--- config.mk ---
export PLATFORM = sky130hd
export DESIGN_NAME = ram_nr1w_wr_arbiter
export DESIGN_NICKNAME = d
export VERILOG_FILES = /design/src/rtl/ram_nr1w_wr_arbiter.sv
export SDC_FILE = /design/constraint.sdc
export NUM_CORES = 1
export LEC_CHECK = 0
export ABC_AREA = 1
export CORE_MARGIN = 2
export CORE_UTILIZATION = 39
export CTS_CLUSTER_SIZE = 10
export DETAILED_ROUTE_END_ITERATION = 10
export HOLD_SLACK_MARGIN = 0.1
export PLACE_DENSITY = 0.92
export REMOVE_ABC_BUFFERS = 1
export SKIP_CTS_REPAIR_TIMING = 1
export SLEW_MARGIN = 15
export SYNTH_ARGS = -nofsm -noshare
export SYNTH_HDL_FRONTEND = slang
export SYNTH_SLANG_ARGS = --single-unit
--- constraint.sdc ---
create_clock -name clk -period 2.94 [get_ports clk]
set_input_delay 0.882 -clock clk [delete_from_list [all_inputs] [get_ports clk]]
set_output_delay 0.882 -clock clk [all_outputs]
set_load 0.01 [all_outputs]
--- src/rtl/ram_nr1w_wr_arbiter.sv ---
// Round-robin arbiter sharing the single write port of an N-read/1-write LUTRAM.
// Define RAM_NR1W_WR_ARB_INIT_EN to add the INIT_VAL sweep after reset or clr.
module ram_nr1w_wr_arbiter #(
    parameter int                WIDTH    = 32,
    parameter int                DEPTH    = 512,
    parameter int                REQ_NB   = 4,
    parameter logic [WIDTH-1:0]  INIT_VAL = '0,
    localparam int               ADD_W    = (DEPTH > 1) ? $clog2(DEPTH) : 1
) (
    input  logic                              clk,
    input  logic                              s_rst_n,
    input  logic                              clr,
    input  logic [REQ_NB-1:0]                 req_vld,
    output logic [REQ_NB-1:0]                 req_rdy,
    input  logic [REQ_NB-1:0][ADD_W-1:0]      req_add,
    input  logic [REQ_NB-1:0][WIDTH-1:0]      req_data,
    output logic                              ram_wr_en,
    output logic [ADD_W-1:0]                  ram_wr_add,
    output logic [WIDTH-1:0]                  ram_wr_data,
    output logic                              init_done,
    output logic                              busy
);

    localparam int PTR_W = (REQ_NB > 1) ? $clog2(REQ_NB) : 1;

    typedef struct packed {
        logic [ADD_W-1:0] add;
        logic [WIDTH-1:0] data;
    } wr_req_t;

    logic [PTR_W-1:0] rr_ptr;
    logic [PTR_W-1:0] cand;
    logic [PTR_W-1:0] gnt_idx;
    logic             gnt_vld;
    logic             arb_en;
    logic             hs;
    logic             sweep_wr;
    logic [ADD_W-1:0] sweep_add;
    wr_req_t          wr_q;

`ifdef RAM_NR1W_WR_ARB_INIT_EN
    typedef enum logic {
        ST_INIT = 1'b0,
        ST_ARB  = 1'b1
    } state_t;

    state_t           state;
    state_t           state_nxt;
    logic [ADD_W-1:0] sweep_cnt;
    logic             sweep_last;

    assign sweep_last = (sweep_cnt == ADD_W'(DEPTH - 1));

    always_ff @(posedge clk or negedge s_rst_n) begin
        if (!s_rst_n) state <= ST_INIT;
        else          state <= state_nxt;
    end

    always_comb begin
        state_nxt = state;
        if (state == ST_INIT) begin
            if (sweep_last) state_nxt = ST_ARB;
        end else begin
            if (clr) state_nxt = ST_INIT;
        end
    end

    // clr wins over arbitration so no grant is lost across the restart
    always_comb begin
        busy      = (state == ST_INIT);
        init_done = (state == ST_ARB);
        arb_en    = (state == ST_ARB) && !clr;
        sweep_wr  = (state == ST_INIT);
        sweep_add = sweep_cnt;
    end

    // Counter parks at 0 outside INIT, so any entry into INIT starts at address 0
    always_ff @(posedge clk or negedge s_rst_n) begin
        if (!s_rst_n)                          sweep_cnt <= '0;
        else if (state == ST_INIT && !sweep_last) sweep_cnt <= sweep_cnt + ADD_W'(1);
        else                                   sweep_cnt <= '0;
    end
`else
    logic unused_clr;

    assign unused_clr = clr;
    assign busy       = 1'b0;
    assign init_done  = 1'b1;
    assign arb_en     = 1'b1;
    assign sweep_wr   = 1'b0;
    assign sweep_add  = '0;
`endif

    // Scan from farthest to nearest so the nearest valid index after rr_ptr wins
    always_comb begin
        gnt_vld = 1'b0;
        gnt_idx = '0;
        cand    = '0;
        for (int k = REQ_NB; k >= 1; k--) begin
            cand = PTR_W'((int'(rr_ptr) + k) % REQ_NB);
            if (req_vld[cand]) begin
                gnt_vld = 1'b1;
                gnt_idx = cand;
            end
        end
    end

    assign hs = arb_en && gnt_vld;

    always_comb begin
        req_rdy = '0;
        if (hs) req_rdy[gnt_idx] = 1'b1;
    end

    always_ff @(posedge clk or negedge s_rst_n) begin
        if (!s_rst_n) begin
            ram_wr_en <= 1'b0;
            wr_q      <= '0;
            rr_ptr    <= PTR_W'(REQ_NB - 1);
        end else if (sweep_wr) begin
            ram_wr_en <= 1'b1;
            wr_q.add  <= sweep_add;
            wr_q.data <= INIT_VAL;
        end else begin
            ram_wr_en <= hs;
            if (hs) begin
                wr_q.add  <= req_add[gnt_idx];
                wr_q.data <= req_data[gnt_idx];
                rr_ptr    <= gnt_idx;
            end
        end
    end

    assign ram_wr_add  = wr_q.add;
    assign ram_wr_data = wr_q.data;

endmodule

-- Word-level counts from Yosys, hierarchy flattened
Index checks and enable logic that the tools add are counted.
- bits of input ports: 171
- flip-flop bits (word level): 44
- mux-type cells: 23
- $lt $le $gt $ge: 6
- reduce and logical (&&, ||, !) cells: 1
- $add $sub $neg: 4
- operators with widths (cell ; count):
    binary-select mux 32 bit (select 2 bit) ; 1
    two-way mux 32 bit ; 1
    binary-select mux 9 bit (select 2 bit) ; 1
    less-than comparator 2 x 3 -> 1 bit (second input constant) ; 5
    two-way mux 1 bit ; 9
    two-way mux 9 bit ; 1
    binary-select mux 1 bit (select 2 bit) ; 4
    two-way mux 2 bit ; 4
    adder 2 x 1 -> 2 bit (second input constant) ; 2
    adder 2 bit (second input constant) ; 2
    two-way mux 4 bit ; 1
    demux 1 bit (select 2 bit) ; 1
    >= comparator 2 x 1 -> 1 bit (second input constant) ; 1
    logical AND 1 bit ; 1

-- Logic depth before layout (Yosys ltp)
Gate-level depths: netlist of the first run.
- depth in word-level cells: 12
- depth in mapped cells: 17

-- Worst setup path before layout of the first run
Ideal clock, no wire load.
- path type: input port to output port
- start point: in req_vld[3]
- end point: out req_rdy[0]
- buffers on the path: 2
- arrival: 2.072 ns
- path slack: -0.014 ns
- stages on the path: 10
- required time: 2.058 ns
- cell sequence: inv_1 -> o21ai_1 -> nand2_1 -> nand2_1 -> nand2_1 -> nand3_2 -> nand2_2 -> buf_6 -> buf_4 -> nor3_1
- word-level cells in the longest chain between the ends: 11
- elaborated cells on any way between the ends: 22
- those cells by class: 2 x order compare; 19 x mux; 1 x reduce/logical
- ends and longest elaborated chain (item ; line ; text):
    start: declaration ; 13 ; input logic [REQ_NB-1:0] req_vld,
    binary-select mux 1 bit (select 2 bit) ; 101 ; if (req_vld[cand]) begin
    two-way mux 1 bit (implied by the code) ; 101 ;
    two-way mux 2 bit (4 in series) ; 101 ;
    less-than comparator 2 x 3 -> 1 bit (implied by the code) or >= comparator 2 x 1 -> 1 bit (tied branches) ; 112 ; if (hs) req_rdy[gnt_idx] = 1'b1;
    logical AND 1 bit (implied by the code) ; 112 ;
    two-way mux 1 bit (implied by the code) ; 112 ;
    demux 1 bit (select 2 bit) ; 112 ;
    two-way mux 4 bit * ; 112 ;
    end: declaration ; 14 ; output logic [REQ_NB-1:0] req_rdy,
Every way passes the cells marked *; elsewhere a longest branch is shown, timed or not. The select of a mux whose other input is x is not followed.

-- Final worst setup path of the first run
- start point: in req_vld[0]
- end point: out req_rdy[0]
The elaborated chain is that of the path after synthesis.

==> results of run 1 <==
-- kinds of logic after synthesis --
group	Yosys count	synth area share
and+or+nand+nor	428	0.4738
buffers and inverters	208	0.2184
DFF	44	0.2858
AOI/OAI and AO/OA	13	0.02009
other	2	0.001945
-- report_power, final --
group	total [mW]	internal, mW	switching (mW)	leakage [nW]
Sequential	1.18	0.995	0.182	0.514
Clock	0.370	0.169	0.201	0.0395
Combinational	5.90	2.36	3.54	2.94
-- synth_stat cells --
library cell | count | area share
sky130_fd_sc_hd__clkbuf_1 | 19 | 0.018
sky130_fd_sc_hd__inv_2 | 3 | 0.0029
sky130_fd_sc_hd__buf_1 | 9 | 0.0087
sky130_fd_sc_hd__a21oi_1 | 5 | 0.0065
sky130_fd_sc_hd__nand4_1 | 1 | 0.0016
sky130_fd_sc_hd__buf_4 | 4 | 0.0078
sky130_fd_sc_hd__dfstp_2 | 2 | 0.014
sky130_fd_sc_hd__o21ai_0 | 2 | 0.0026
sky130_fd_sc_hd__inv_4 | 1 | 0.0016
sky130_fd_sc_hd__nor2_2 | 1 | 0.0016
sky130_fd_sc_hd__clkinv_1 | 1 | 0.00097
sky130_fd_sc_hd__nor3_1 | 1 | 0.0013
sky130_fd_sc_hd__o21ai_1 | 1 | 0.0013
sky130_fd_sc_hd__nand3_2 | 1 | 0.0026
sky130_fd_sc_hd__inv_1 | 160 | 0.16
sky130_fd_sc_hd__o211ai_1 | 5 | 0.0097
sky130_fd_sc_hd__nand2_2 | 2 | 0.0032
sky130_fd_sc_hd__and2_1 | 1 | 0.0016
sky130_fd_sc_hd__buf_6 | 5 | 0.015
sky130_fd_sc_hd__dfrtp_1 | 42 | 0.27
sky130_fd_sc_hd__nor2_1 | 5 | 0.0049
sky130_fd_sc_hd__buf_2 | 6 | 0.0078
sky130_fd_sc_hd__or2_1 | 5 | 0.0081
sky130_fd_sc_hd__nand3_1 | 152 | 0.20
sky130_fd_sc_hd__nand2_1 | 259 | 0.25
sky130_fd_sc_hd__conb_1 | 2 | 0.0019
-- layout by cell type, fill, tap and decap left out, types with 3 or more instances in the layout --
cell	count
sky130_fd_sc_hd__a21oi_1	5
sky130_fd_sc_hd__inv_2	7
sky130_fd_sc_hd__nand3_1	150
sky130_fd_sc_hd__nor2_2	4
sky130_fd_sc_hd__nand2_1	243
sky130_fd_sc_hd__clkbuf_1	3
sky130_fd_sc_hd__clkbuf_8	5
sky130_fd_sc_hd__o211ai_1	5
sky130_fd_sc_hd__buf_4	20
sky130_fd_sc_hd__inv_1	155
sky130_fd_sc_hd__nand3_2	3
sky130_fd_sc_hd__clkdlybuf4s50_1	206
sky130_fd_sc_hd__dfrtp_1	42
sky130_fd_sc_hd__or2_1	5
sky130_fd_sc_hd__clkbuf_2	4
sky130_fd_sc_hd__nand2_2	16
-- per-layer routing --
metal  routed length (um)  part of all wire
met1                 5173              0.40
met5                    0                 0
met2                 6431              0.50
met3                  944             0.074
met4                  228             0.018
-- tightest hold or removal path, cell delays in order (launching register included) --
cell and delay, ns:
sky130_fd_sc_hd__dfrtp_1 0.35, sky130_fd_sc_hd__nand2_1 0.05, sky130_fd_sc_hd__nand2_1 0.05
-- path summary, 6_finish.rpt --
| kind | startpoint | end | slack [ns] | cells past startpoint |
|---|---|---|---|---|
| max | req_vld[0] | req_rdy[0] | -0.03 | 11 |
| min | ram_wr_data[9]$_DFFE_PN0P_ | ram_wr_data[9]$_DFFE_PN0P_ | 0.48 | 2 |
| max reg2reg | rr_ptr[0]$_DFFE_PN1P_ | ram_wr_data[2]$_DFFE_PN0P_ | 0.42 | 16 |
| min reg2reg | ram_wr_data[9]$_DFFE_PN0P_ | ram_wr_data[9]$_DFFE_PN0P_ | 0.48 | 2 |
| max in group asynchronous | s_rst_n | ram_wr_data[25]$_DFFE_PN0P_ | 1.65 | 2 |
| min in group asynchronous | s_rst_n | ram_wr_data[4]$_DFFE_PN0P_ | 0.61 | 1 |
-- through the flow --
stage	setup slack, ns	instances
after floorplan	-1.519	652
after global placement	-0.8221	1016
after detailed placement	-0.8928	1016
after CTS	-0.9108	1024
after global routing	-0.1250	1029
final	-0.02569	1029
-- final cells by class --
class / instances / share of cell area
sequential: 44 / 0.1758
inverter: 165 / 0.09944
multi-input combinational: 443 / 0.3196
tap: 133 / 0.02650
timing repair buffer: 236 / 0.3659
clock buffer: 8 / 0.01275
-- registers in the layout, indices dropped and copies added (netlist names) --
| register | count |
|---|---|
| ram_wr_add | 9 |
| ram_wr_data | 32 |
| rr_ptr | 2 |
| ram_wr_en | 1 |
==> impl_summary.md, run 1 <==
Status
The flow ran to the end, but the final reports show violations. The checks that failed: setup timing.

Routing
The count of nets left with antenna violations after detail routing is 0. The via count of the routed design is roughly 4700. The first detailed-routing pass ran for 5 iterations.

The detail-routed via count per cell is 4.582. The first routing iteration left ~250 violations. In the final routed layout, each cell accounts on average for 12.42 um. The routed wire length is 12780 um. For this run, design rule violations remaining after detail routing come to 0.

Global route
The via count of the first global-routing pass is about 4400. The global route total overflow is 0. The pin count of the biggest net entering global routing is 73. The met3 track demand over resource in global routing is 0.04468. The global router's overall resource usage is 0.2280. The met2 usage in global routing is 0.4082. The global routing stage identified its most utilized layer as met2. For met1 alone, demand over resource in global routing was 0.2810. The first global-routing pass estimated just over 20000 um of wire. The initial antenna violation count is 1.

Worst setup path
The maximum cell stage delay along the critical path is between 0.2 and 0.25 ns. The required time reported for the critical path endpoint is between 2 and 2.5 ns. The cell repeated most along the worst path is sky130_fd_sc_hd__nand2_2.

On the critical path, the stage with the largest delay is an instance of sky130_fd_sc_hd__nor3_4. The number of buffers and inverters on the critical path is 2. Along the worst path, the maximum fanout reaches 5. On the critical path the largest part of the delay comes from simple AND/OR/NAND/NOR gates. The element type at the critical path start is an input pin.

The worst setup path is of the in2out kind. For the worst setup path, the data arrival time is ~2.1 ns. STA classifies the critical path endpoint as a primary output. The critical path goes through clkbuf_2, nand2_1, nand2_2, nand2_2, nand2_2, nand2_2, nand2_2, nand2_4, nand2_4, nor3_4, buf_2.

Clocking
The number of clock buffers added by TritonCTS is 5. The clock sink count is 44. The number of buffers between clock root and the deepest sink is 2. The clock tree synthesis step divided the H-tree into 2 levels. The cell sitting at the root of the clock tree is a sky130_fd_sc_hd__clkbuf_8.

The CTS clock-pin slew for the worst setup and hold paths is around 0.080 ns. The later pin in the worst-skew pair is clocked with a latency of around 0.29 ns. The TritonCTS clock tree is yes.

Timing
The setup TNS is -0.02569 ns. The count of final max-slew check failures is 0. The total of endpoints with negative setup slack in the final report is 1. The post-route worst setup slack is -0.02569 ns. The post-route clock period utilization is 1.009.

Final hold analysis gives a worst-case slack of ~0.48 ns. For this run, the top clock speed supported by timing is ~340 MHz. Clock skew on the completed layout was measured at 0.003425 ns. The time the worst path needs with I/O delays and setup is ~3.0 ns. The number of hold violations in the final report is 0. Measured against its own limit, the worst slew margin works out to 0.4953. The actual transition at the worst max-transition pin is between 0.7 and 0.8 ns.

Place
The standard cell area after detailed placement is a little over 6000 um^2. Port buffering added between 200 and 250 buffers. The final weighted congestion in routability-driven placement is about 0.83.

Detailed placement ended at an HPWL of 8863 um.

Cells and area
Summing all multi-input logic gate instances after layout gives between 2000 and 2500 um^2. The area used by sequential logic in the layout is 1104 um^2. The area growth from synthesis to layout is 62.61%. The fill cell instance count of the final layout is 848. The share of post-route cells with drive strength above 1 is 0.08147. The total number of nets in the final design is 1066.

The repair_antennas step left the layout with diodes totalling 0. Measured on the finished design, the core utilization comes to 0.6483. After routing the design area is 6279 um^2.

Flow run
Max-cap violations in this run came to 0.

Die
The I/O pin count is between 200 and 250. The die outline height is 103.5 um. The standard-cell row count is 36. The starting density of the core is 0.3987. The overall die width is ~100 um. The region available for standard cell placement spans 9684 um^2. The die covers around 11000 um^2.

Yosys
The synthesized flop and latch total is between 40 and 50. A synthesized cell averages around 5.6 um^2. The number of synthesis warnings is 0.

The sequential element share of the synthesized area is 0.2858. The total standard cell area after synthesis is between 3000 and 4000 um^2. Counting every instance in the synthesized netlist gives between 600 and 700. Yosys mapped the design onto 26 distinct sky130hd cell types.

Min path
The path class of the tightest hold or removal check is reg2reg.

Power
The maximum vdd ir drop is between 900 and 1000 uV. Power spread over the standard cell area amounts to ~1200 nW/um^2. Summing internal, switching and leakage power gives ~7.4 mW. The standby leakage power is 3.497 nW.
Power figures use the tool's default switching activity.
==> inputs of run 2 (changes only) <==
--- a/config.mk
+++ b/config.mk
@@ -6,7 +6,7 @@
 export NUM_CORES = 1
 export LEC_CHECK = 0
 export ABC_AREA = 1
-export CORE_MARGIN = 2
+export CORE_MARGIN = 10
 export CORE_UTILIZATION = 39
 export CTS_CLUSTER_SIZE = 10
 export DETAILED_ROUTE_END_ITERATION = 10
==> run 2 against run 1 <==
- the flow still finishes with violations (setup timing)
- count of clock-buffer cells in the layout is 2 lower
- clock skew up 0.0056 ns
- largest cell class unchanged
- critical path depth is the same
- wire length up 16%
- total power up 1.2%
- via count up 2.2%
- first-iteration DRC count rose by 75%
- maximum frequency decreased by 1.2%
- worst setup slack lost 0.035 ns
- largest power group unchanged
- highest routed layer unchanged
- sequential power barely moved
==> impl_summary.md, run 2 (same netlist as run 1, synthesis figures left out) <==
Timing
Setup repair after global routing could not meet its margin everywhere. The max-slew headroom at the worst pin is 0.4913 (was 0.4953). The time the worst path needs with I/O delays and setup is 3.000 ns (was 2.966 ns). The number of hold violations in the final report came to 0 (unchanged). The actual transition at the worst max-transition pin is 0.7631 ns (was 0.7570 ns). The post-route worst setup slack was -0.06043 ns (was -0.02569 ns). The maximum clock frequency is 333.3 MHz (was 337.2 MHz). The total of endpoints with negative setup slack in the final report is 2 (was 1). The setup TNS is -0.06473 ns (was -0.02569 ns).

The clock tree skew after final layout is 0.009018 ns (was 0.003425 ns). The post-route clock period utilization is 1.021 (was 1.009). The count of final max-slew check failures came to 0 (unchanged).

Min path
The worst min-delay path class was reg2reg (unchanged).

Global route
The global route total overflow is 0 (unchanged). The via count of the first global-routing pass is 4567 (was 4415). The wire length of the first global-routing pass came to 22400 um (was 20420 um). The pin count of the biggest net entering global routing came to 73 (unchanged). The initial antenna violation count is 0 (was 1).

The global router's overall resource usage was 0.1868 (was 0.2280).

Routing
The detail-routed via count per cell was 4.652 (was 4.582). The highest signal layer in the routed design is met4 (unchanged). The count of nets left with antenna violations after detail routing is 0 (unchanged). The routed length on met3 came to 1277 um (was 944 um). The routed wire length was 14840 um (was 12780 um). The post-detailed-route DRC marker count is 0 (unchanged). The average detailed-routed wire length per instance is 14.32 um (was 12.42 um).

The via count of the routed design is 4819 (was 4715). The detailed-routed wire length on met2 was 7373 um (was 6431 um). The DRC violation total after the first TritonRoute iteration is 441 (was 252).

The wire length the detailed router placed on met1 is 5814 um (was 5173 um). The number of detailed-routing iterations run before antenna repair is 4 (was 5).

Cells and area
The count of antenna diodes in the layout was 0 (unchanged). The fill cell instance count of the final layout is 878 (was 848). The most common library cell in the layout ignoring fill and taps was sky130_fd_sc_hd__nand2_1 (unchanged). The total area of multi-input combinational cells is 2003 um^2 (was 2007 um^2). The total number of nets in the final design is 1074 (was 1066).

The number of flip-flops in the largest register is 32 (unchanged). The layout overhead on the synthesized area is 63.38% (was 62.61%). Most frequent cells in the layout: 242 x sky130_fd_sc_hd__nand2_1, 206 x sky130_fd_sc_hd__clkdlybuf4s50_1, 156 x sky130_fd_sc_hd__inv_1, 150 x sky130_fd_sc_hd__nand3_1, 42 x sky130_fd_sc_hd__dfrtp_1 (was 243 x sky130_fd_sc_hd__nand2_1, 206 x sky130_fd_sc_hd__clkdlybuf4s50_1, 155 x sky130_fd_sc_hd__inv_1, 150 x sky130_fd_sc_hd__nand3_1, 42 x sky130_fd_sc_hd__dfrtp_1).

The share of post-route cells with drive strength above 1 is 0.08859 (was 0.08147). The count of non-filler cells in the finished layout came to 1036 (was 1029). The area used by sequential logic in the layout is 1104 um^2 (unchanged).

Worst setup path
The arrival time of the worst setup path came to 2.12 ns (was 2.08 ns). The type of the worst setup path is in2out (unchanged). The library cell contributing the largest single delay on the critical path is sky130_fd_sc_hd__o21ai_4 (was sky130_fd_sc_hd__nor3_4). The required time reported for the critical path endpoint is 2.06 ns (about the same). Cells along the critical path: clkbuf_2, inv_2, o21ai_4, nand2_2, nand2_2, nand2_4, nand3_4, nand2_4, buf_6, nor3_2, buf_2 (was clkbuf_2, nand2_1, nand2_2, nand2_2, nand2_2, nand2_2, nand2_2, nand2_4, nand2_4, nor3_4, buf_2). The gate family responsible for the most delay along the worst path is simple AND/OR/NAND/NOR gates (unchanged).

The maximum cell stage delay along the critical path was 0.19 ns (was 0.23 ns). The element type at the critical path start is an input pin (unchanged). The biggest fanout along the worst timing path is 3 (was 5). The sum of buffers and inverters on the critical path is 4 (was 2). The endpoint kind of the worst setup timing path was a primary output (unchanged).

Clocking
The number of buffers between clock root and the deepest sink is 2 (unchanged). The clock sink count was 44 (unchanged). The clock root buffer was sky130_fd_sc_hd__clkbuf_8 (unchanged). The worst-skew pair later-pin latency is 0.29 ns (about the same). The TritonCTS clock tree is yes (unchanged). The CTS clock-pin slew for the worst setup and hold paths came to 0.08 ns (about the same). The number of levels in the clock H-tree came to 2 (unchanged). The total CTS buffers is 5 (unchanged).

Place
The post-DP HPWL came to 10850 um (was 8863 um). The pre-CTS setup slack is -0.7628 ns (was -0.8928 ns). The final weighted congestion in routability-driven placement is 0.8655 (was 0.8343).

The count of buffers from port buffering is 215 (unchanged). The count of placed standard cells including taps is 1019 (was 1016).

Die
The area of the die is 14280 um^2 (was 10710 um^2). The standard-cell row count is 36 (unchanged). The die outline height came to 119.5 um (was 103.5 um).

The area of the core came to 9729 um^2 (was 9684 um^2). The overall die width is 119.5 um (was 103.5 um). The starting density of the core is 0.3969 (was 0.3987). The I/O pin count is 219 (unchanged).

Power
The maximum vdd ir drop is 907.0 uV (was 961.6 uV). The fraction of power spent switching nets came to 0.5226 (was 0.5263). The portion of total power attributed to sequential cells is 0.155 (was 0.158). The standby leakage power is 3.521 nW (was 3.497 nW). The clock power share came to 0.048 (was 0.050).

The cell area power density is 1194 nW/um^2 (was 1186 nW/um^2). The internal power is 3.596 mW (was 3.527 mW). The portion of total power attributed to combinational logic is 0.797 (was 0.792). The switching component of the power is 3.937 mW (was 3.919 mW).

Status
Violated checks: setup timing (unchanged). Result of the run: complete, but fails checks (unchanged).

Flow run
The max-cap check violation count is 0 (unchanged).
-- run 2: cell types whose count changed in the layout (fill, tap and decap cells not counted), moves of 2 or more --
cell                       change
sky130_fd_sc_hd__nor2_2        -3
sky130_fd_sc_hd__clkbuf_1      -2
sky130_fd_sc_hd__clkbuf_2      +2
sky130_fd_sc_hd__buf_4         +6
sky130_fd_sc_hd__nor2_1        +3
-- run 2: per-stage QoR --
| stage | area [um^2] | hold slack, ns | total power, mW | util |
|---|---|---|---|---|
| 6_report | 6309 | 0.4811 | 7.533 | 0.6484 |
| 5_1_grt | 6309 | 0.5001 | 8.362 | 0.6484 |
| 4_1_cts | 6178 | 0.4868 | 7.289 | 0.6350 |
| 3_5_place_dp | 6101 | 0.4643 | 6.913 | 0.6271 |
| 3_3_place_gp | 6101 | 0.4608 | 6.801 | 0.6271 |
| 2_1_floorplan | 3640 | 0.5155 | 4.640 | - |
-- run 2: layer usage --
metal,global-route usage,up-vias
li1,-,2471
met1,0.2095,2112
met2,0.3305,210
met3,0.05767,26
met4,0.05882,0
met5,0,-
-- run 2: final timing paths --
kind                                             from                          end  slack (ns)  depth (start not counted)
max reg2reg                     rr_ptr[0]$_DFFE_PN1P_  ram_wr_data[19]$_DFFE_PN0P_        0.35                         15
max                                        req_vld[3]                   req_rdy[0]       -0.06                         11
max in group asynchronous                     s_rst_n  ram_wr_data[17]$_DFFE_PN0P_        1.64                          2
min reg2reg                ram_wr_data[8]$_DFFE_PN0P_   ram_wr_data[8]$_DFFE_PN0P_        0.48                          2
min                        ram_wr_data[8]$_DFFE_PN0P_   ram_wr_data[8]$_DFFE_PN0P_        0.48                          2
min in group asynchronous                     s_rst_n    ram_wr_add[5]$_DFFE_PN0P_        0.60                          1
-- run 2: worst min-delay path: stages, from the launching register on --
cell and delay [ns]:
sky130_fd_sc_hd__dfrtp_1 0.35, sky130_fd_sc_hd__nand2_1 0.05, sky130_fd_sc_hd__nand2_1 0.05
-- run 2: layout make-up --
type | instances | area share
repair buffers | 244 | 0.3703
well taps | 133 | 0.02638
flip-flops and latches | 44 | 0.1749
clock buffers | 6 | 0.01150
multi-input cells | 443 | 0.3175
clock inverters | 1 | 0.0007933
inverters | 165 | 0.09857
-- run 2: power groups by stage --
stage	clock network (mW)	logic, mW	registers [mW]
finish	0.359	6.01	1.17
global route	0.398	6.76	1.20
CTS	0.372	5.74	1.17
detailed placement	0	5.73	1.18
global placement	0	5.63	1.17
floorplan	0	3.33	1.31
==> inputs of run 3 (changes only) <==
--- a/config.mk
+++ b/config.mk
@@ -6,8 +6,8 @@
 export NUM_CORES = 1
 export LEC_CHECK = 0
 export ABC_AREA = 1
-export CORE_MARGIN = 10
 export CORE_UTILIZATION = 39
+export CTS_BUF_LIST = sky130_fd_sc_hd__clkbuf_4 sky130_fd_sc_hd__clkbuf_8 sky130_fd_sc_hd__clkbuf_16
 export CTS_CLUSTER_SIZE = 10
 export DETAILED_ROUTE_END_ITERATION = 10
 export HOLD_SLACK_MARGIN = 0.1
==> run 3 against run 2 <==
- critical path depth grew 2
- core utilization increased by 0.86 points
- critical endpoint is now req_rdy[1]
- the run now ends clean
- clock skew is 0.0021 ns lower
- die area shrank 28%
- register-to-register slack got worse by 0.03 ns
- wire length down 16%
==> impl_summary.md, run 3 (same netlist as run 1, synthesis figures left out) <==
Status
Result of the run: completed (was complete, but fails checks).

Worst setup path
The element type at the critical path start is an input pin (unchanged). The biggest fanout along the worst timing path is 5 (was 3). The required time reported for the critical path endpoint came to 2.06 ns (about the same).

The arrival time of the worst setup path came to 2.01 ns (was 2.12 ns). The type of the worst setup path was in2out (unchanged). The endpoint kind of the worst setup timing path is a primary output (unchanged).

Clocking
The clock sink count is 44 (unchanged). The total CTS buffers is 5 (unchanged). The number of buffers between clock root and the deepest sink is 2 (unchanged). The number of levels in the clock H-tree was 2 (unchanged).

The worst-skew pair later-pin latency was 0.30 ns (was 0.29 ns). The TritonCTS clock tree was yes (unchanged). The CTS clock-pin slew for the worst setup and hold paths is 0.08 ns (about the same). The clock root buffer is sky130_fd_sc_hd__clkbuf_8 (unchanged).

Timing
The actual transition at the worst max-transition pin is 0.8509 ns (was 0.7631 ns). The post-route clock period utilization is 0.9835 (was 1.021). The number of hold violations in the final report is 0 (unchanged). The setup TNS is 0 ns (was -0.06473 ns). The total of endpoints with negative setup slack in the final report is 0 (was 2). The maximum clock frequency is 345.9 MHz (was 333.3 MHz).

The worst-case hold slack is 0.4810 ns (was 0.4811 ns). The count of final max-slew check failures was 0 (unchanged). The clock tree skew after final layout came to 0.006878 ns (was 0.009018 ns). The time the worst path needs with I/O delays and setup is 2.891 ns (was 3.000 ns).

The post-route worst setup slack is 0.04860 ns (was -0.06043 ns). The max-slew headroom at the worst pin is 0.4328 (was 0.4913).

Die
The die outline height is 101.5 um (was 119.5 um). The overall die width was 101.5 um (was 119.5 um). The standard-cell row count is 35 (was 36). The I/O pin count came to 219 (unchanged). The area of the die was 10300 um^2 (was 14280 um^2). The area of the core came to 9415 um^2 (was 9729 um^2).

The starting density of the core is 0.4101 (was 0.3969).

Cells and area
Most frequent cells in the layout: 255 x sky130_fd_sc_hd__nand2_1, 206 x sky130_fd_sc_hd__clkdlybuf4s50_1, 158 x sky130_fd_sc_hd__inv_1, 152 x sky130_fd_sc_hd__nand3_1, 42 x sky130_fd_sc_hd__dfrtp_1 (was 242 x sky130_fd_sc_hd__nand2_1, 206 x sky130_fd_sc_hd__clkdlybuf4s50_1, 156 x sky130_fd_sc_hd__inv_1, 150 x sky130_fd_sc_hd__nand3_1, 42 x sky130_fd_sc_hd__dfrtp_1). The area used by sequential logic in the layout came to 1104 um^2 (unchanged). The total number of nets in the final design is 1062 (was 1074). The count of non-filler cells in the finished layout came to 1021 (was 1036). The number of flip-flops in the largest register came to 32 (unchanged). The share of post-route cells with drive strength above 1 is 0.05605 (was 0.08859). The total area of multi-input combinational cells came to 1943 um^2 (was 2003 um^2). The count of antenna diodes in the layout is 0 (unchanged). The most common library cell in the layout ignoring fill and taps was sky130_fd_sc_hd__nand2_1 (unchanged). The fill cell instance count of the final layout is 866 (was 878). The layout overhead on the synthesized area is 60.21% (was 63.38%). The utilization of the core after routing came to 0.6570 (was 0.6484). The post-route standard cell area excluding fillers is 6186 um^2 (was 6309 um^2).

Routing
The DRC violation total after the first TritonRoute iteration is 151 (was 441). The routed wire length came to 12420 um (was 14840 um). The detail-routed via count per cell is 4.653 (was 4.652). The post-detailed-route DRC marker count is 0 (unchanged). The number of detailed-routing iterations run before antenna repair is 4 (unchanged). The count of nets left with antenna violations after detail routing is 0 (unchanged). The via count of the routed design came to 4751 (was 4819). The average detailed-routed wire length per instance is 12.16 um (was 14.32 um).

Global route
The initial antenna violation count is 0 (unchanged). The global route total overflow is 0 (unchanged). The via count of the first global-routing pass is 4325 (was 4567). The pin count of the biggest net entering global routing came to 73 (unchanged). The global router's overall resource usage was 0.2392 (was 0.1868).

The wire length of the first global-routing pass is 19440 um (was 22400 um).

Min path
The worst min-delay path class is reg2reg (unchanged).

Place
The count of placed standard cells including taps is 1009 (was 1019). The count of buffers from port buffering was 215 (unchanged). The pre-CTS setup slack is -0.7517 ns (was -0.7628 ns).

The post-DP HPWL came to 8800 um (was 10850 um). The final weighted congestion in routability-driven placement is 0.7976 (was 0.8655). The standard cell area after detailed placement is 6051 um^2 (was 6101 um^2).

Flow run
The max-cap check violation count is 0 (unchanged).

Power
The cell area power density is 1166 nW/um^2 (was 1194 nW/um^2). The post-route total power was 7.215 mW (was 7.533 mW). The maximum vdd ir drop is 849.5 uV (was 907.0 uV). The standby leakage power is 3.492 nW (was 3.521 nW).
==> run 3: cell types whose count changed in the layout (fill, tap and decap cells not counted), moves of 3 or more <==
cell and delta:
sky130_fd_sc_hd__nand2_1 +13, sky130_fd_sc_hd__nand2_2 -12, sky130_fd_sc_hd__buf_4 -8, sky130_fd_sc_hd__clkbuf_2 -5
sky130_fd_sc_hd__dlymetal6s2s_1 +4, sky130_fd_sc_hd__buf_6 -3
==> run 3: cell type report <==
cell class / count / area share
clock buffer: 7 / 0.01355
inverter: 165 / 0.1005
tap: 129 / 0.02609
timing repair buffer: 232 / 0.3665
clock inverter: 1 / 0.0008091
multi-input combinational: 443 / 0.3141
sequential: 44 / 0.1784
==> run 3: critical path: stages <==
cell and delay (ns):
sky130_fd_sc_hd__dlymetal6s2s_1 0.14, sky130_fd_sc_hd__inv_1 0.07, sky130_fd_sc_hd__nand2_1 0.08, sky130_fd_sc_hd__nand3_1 0.11, sky130_fd_sc_hd__nand2_1 0.08, sky130_fd_sc_hd__inv_2 0.05, sky130_fd_sc_hd__nand2_2 0.06, sky130_fd_sc_hd__nand2_2 0.07
sky130_fd_sc_hd__nand2_2 0.06, sky130_fd_sc_hd__nand2_4 0.10, sky130_fd_sc_hd__inv_2 0.05, sky130_fd_sc_hd__nor2_2 0.12, sky130_fd_sc_hd__buf_2 0.14
==> run 3: power breakdown <==
group          total (mW)  switching [mW]  internal, mW
combinational        5.65            3.40          2.25
clock               0.392           0.206         0.186
sequential           1.18           0.182         0.994
total                7.22            3.79          3.43
==> run 3: final timing paths <==
path / startpoint / endpoint / slack, ns / cells past startpoint
max: req_vld[0] / req_rdy[1] / 0.05 / 13
min: ram_wr_data[9]$_DFFE_PN0P_ / ram_wr_data[9]$_DFFE_PN0P_ / 0.48 / 2
max reg2reg: rr_ptr[0]$_DFFE_PN1P_ / ram_wr_add[8]$_DFFE_PN0P_ / 0.32 / 15
min reg2reg: ram_wr_data[9]$_DFFE_PN0P_ / ram_wr_data[9]$_DFFE_PN0P_ / 0.48 / 2
max in group asynchronous: s_rst_n / ram_wr_data[8]$_DFFE_PN0P_ / 1.58 / 2
min in group asynchronous: s_rst_n / ram_wr_add[5]$_DFFE_PN0P_ / 0.70 / 1
==> run 3: per-layer routing <==
metal | global-route usage | share of wire
met5 | 0 | 0
met4 | 0.06800 | 0.017
met3 | 0.07108 | 0.087
met2 | 0.4381 | 0.50
met1 | 0.2667 | 0.40
==> variant, RTL diff (settings of run 3) <==
`REQ_NB`: 4 -> 8.
--- a/src/rtl/ram_nr1w_wr_arbiter.sv
+++ b/src/rtl/ram_nr1w_wr_arbiter.sv
@@ -4,5 +4,5 @@
     parameter int                WIDTH    = 32,
     parameter int                DEPTH    = 512,
-    parameter int                REQ_NB   = 4,
+    parameter int                REQ_NB   = 8,
     parameter logic [WIDTH-1:0]  INIT_VAL = '0,
     localparam int               ADD_W    = (DEPTH > 1) ? $clog2(DEPTH) : 1
Ports: changed (resized req_add, req_data, req_rdy and req_vld); port bits go from 219 to 391. No check against the original RTL was run, so the function may have changed too.
==> variant against run 3 <==
- the run now ends with setup timing left
- wire length increased by 120%
- clock skew increased by 2.5 ps
- final area increased by 75%
- synthesized area increased by 61%
- setup slack got worse by 550 ps
- first-iteration DRC count increased to 4.5 times the old value
- cell count increased by 79%
- sequential cell count increased by 1
- via count increased by 93%
- highest routed layer unchanged
Power is left out: the tool's default activity adds up to more than one toggle a clock period on the data nets, which glitch-free logic cannot reach.
==> variant: results <==
# TYPE chip_impl_metric gauge
chip_impl_info{name="root_buffer",value="sky130_fd_sc_hd__clkbuf_16"} 1
chip_impl_metric{name="worst-r2r-cell-count",unit=""} 19
chip_impl_metric{name="hpwlAfterDp",unit="um"} 19500
chip_impl_metric{name="global_route.usage.total",unit="%"} 31.5
chip_impl_metric{name="post_route_cells_drive_above_1_share",unit="%"} 9.79
chip_impl_metric{name="finalSetupViolCount",unit=""} 49
chip_impl_metric{name="htree_num_levels",unit=""} 2
chip_impl_metric{name="detailedRoute.firstPassIterationCount",unit=""} 5
chip_impl_info{name="post_synth_most_frequent_cells",value="sky130_fd_sc_hd__nand2_1 (875), sky130_fd_sc_hd__nand3_1 (199), sky130_fd_sc_hd__dfrtp_1 (42), sky130_fd_sc_hd__buf_2 (41), sky130_fd_sc_hd__clkbuf_1 (21)"} 1
chip_impl_metric{name="final_nets",unit=""} 1954
chip_impl_info{name="crit_end",value="req_rdy[6]"} 1
chip_impl_metric{name="highest_cell_delay_on_the_worst_timing_path",unit="ps"} 580
chip_impl_metric{name="detailedPlace.worstSlack",unit="ps"} -1200
chip_impl_info{name="run_status",value="finished with violations"} 1
chip_impl_metric{name="dpl-instance-area",unit="um^2"} 10200
chip_impl_metric{name="setup_slack_of_the_critical_path_after_layout",unit="ps"} -498
chip_impl_metric{name="wire_length_of_the_first_global_routing_pass",unit="um"} 41600
chip_impl_metric{name="routed_length_per_placed_instance",unit="um"} 15.1
chip_impl_metric{name="netlist-cell-type-count",unit=""} 27
chip_impl_info{name="critPathTopFamily",value="simple AND/OR/NAND/NOR gates"} 1
chip_impl_info{name="rr_endpoint",value="ram_wr_data[6]"} 1
chip_impl_metric{name="finalWeightedCongestion",unit=""} 0.916
chip_impl_metric{name="detailroute.via_count",unit=""} 9179
chip_impl_metric{name="initialDrtViolationCount",unit=""} 684
chip_impl_info{name="synth_largest_area_cell",value="sky130_fd_sc_hd__nand2_1"} 1
chip_impl_metric{name="regToRegSetupSlack",unit="ps"} -290
chip_impl_metric{name="grt_start_max_net_pins",unit=""} 92
chip_impl_info{name="failed_checks",value="setup timing"} 1
chip_impl_metric{name="async_reset_ff_share",unit="%"} 100
chip_impl_info{name="timing.setup.critical_path_class",value="register to output pin"} 1
chip_impl_metric{name="slew_headroom",unit="%"} 34.7
chip_impl_info{name="critical_path.slowest_cell",value="sky130_fd_sc_hd__dfstp_2"} 1
chip_impl_metric{name="synth.yosys.seq_area_share",unit="%"} 18.1
chip_impl_metric{name="final.fill_count",unit=""} 1335
variant: cell types whose count changed after synthesis, moves of 5 or more:
cell	change
sky130_fd_sc_hd__nand2_1	+616
sky130_fd_sc_hd__inv_1	-153
sky130_fd_sc_hd__nand3_1	+47
sky130_fd_sc_hd__buf_2	+35
sky130_fd_sc_hd__buf_4	+14
sky130_fd_sc_hd__o211ai_1	-5
sky130_fd_sc_hd__or2_1	-5
variant: cell type report:
class / count / area (um^2) / area share (%)
Tap cell: 211 / 264 / 2.44
Inverter: 15 / 68.8 / 0.635
Clock inverter: 2 / 38.8 / 0.358
Multi-Input combinational cell: 1109 / 4880 / 45.1
Sequential cell: 45 / 1130 / 10.4
Clock buffer: 6 / 133 / 1.22
Timing Repair Buffer: 437 / 4310 / 39.8
variant: per-layer routing:
| metal | vias up | GRT usage, % | share of wire (%) |
|---|---|---|---|
| met3 | 50 | 6.40 | 7.5 |
| li1 | 4606 | - | - |
| met1 | 4111 | 38.5 | 40 |
| met5 | - | 0 | 0 |
| met2 | 412 | 55.6 | 50 |
| met4 | 0 | 9.55 | 2.5 |
variant: cell families (layout without fill, tap and decap cells):
family                   count (synthesis)  in the layout  synth area share [%]
adder cells (fa/ha/maj)                  2              2                 0.402
buffers and inverters                  108            460                  9.30
flip-flops                              45             45                  18.1
XOR/XNOR                                 1              1                 0.261
AO/OA/AOI/OAI                           10             10                 0.925
other                                    2              2                 0.121
AND/OR/NAND/NOR                       1094           1094                  70.8
variant: worst min path at each step:
stage / startpoint / to / depth (start not counted)
after floorplan: ram_wr_add[0] / ram_wr_add[0] / 2
after global placement: ram_wr_data[14] / ram_wr_data[14] / 2
after detailed placement: ram_wr_add[4] / ram_wr_add[4] / 2
after CTS: ram_wr_add[5] / ram_wr_add[5] / 2
after global routing: ram_wr_data[28] / ram_wr_data[28] / 2
final: ram_wr_data[3] / ram_wr_data[3] / 2
variant: worst min-delay path, cell delays in order (launching register included):
cell and delay (ps):
sky130_fd_sc_hd__dfrtp_1 340, sky130_fd_sc_hd__nand2_1 50, sky130_fd_sc_hd__nand2_1 50
variant: stage by stage:
step / cells / hold slack [ps] / TNS (ps)
2_1_floorplan: 1169 / 515 / -139600
3_3_place_gp: 1808 / 461 / -44100
3_5_place_dp: 1808 / 464 / -45160
4_1_cts: 1816 / 482 / -32500
5_1_grt: 1825 / 498 / -23520
6_report: 1825 / 477 / -12790
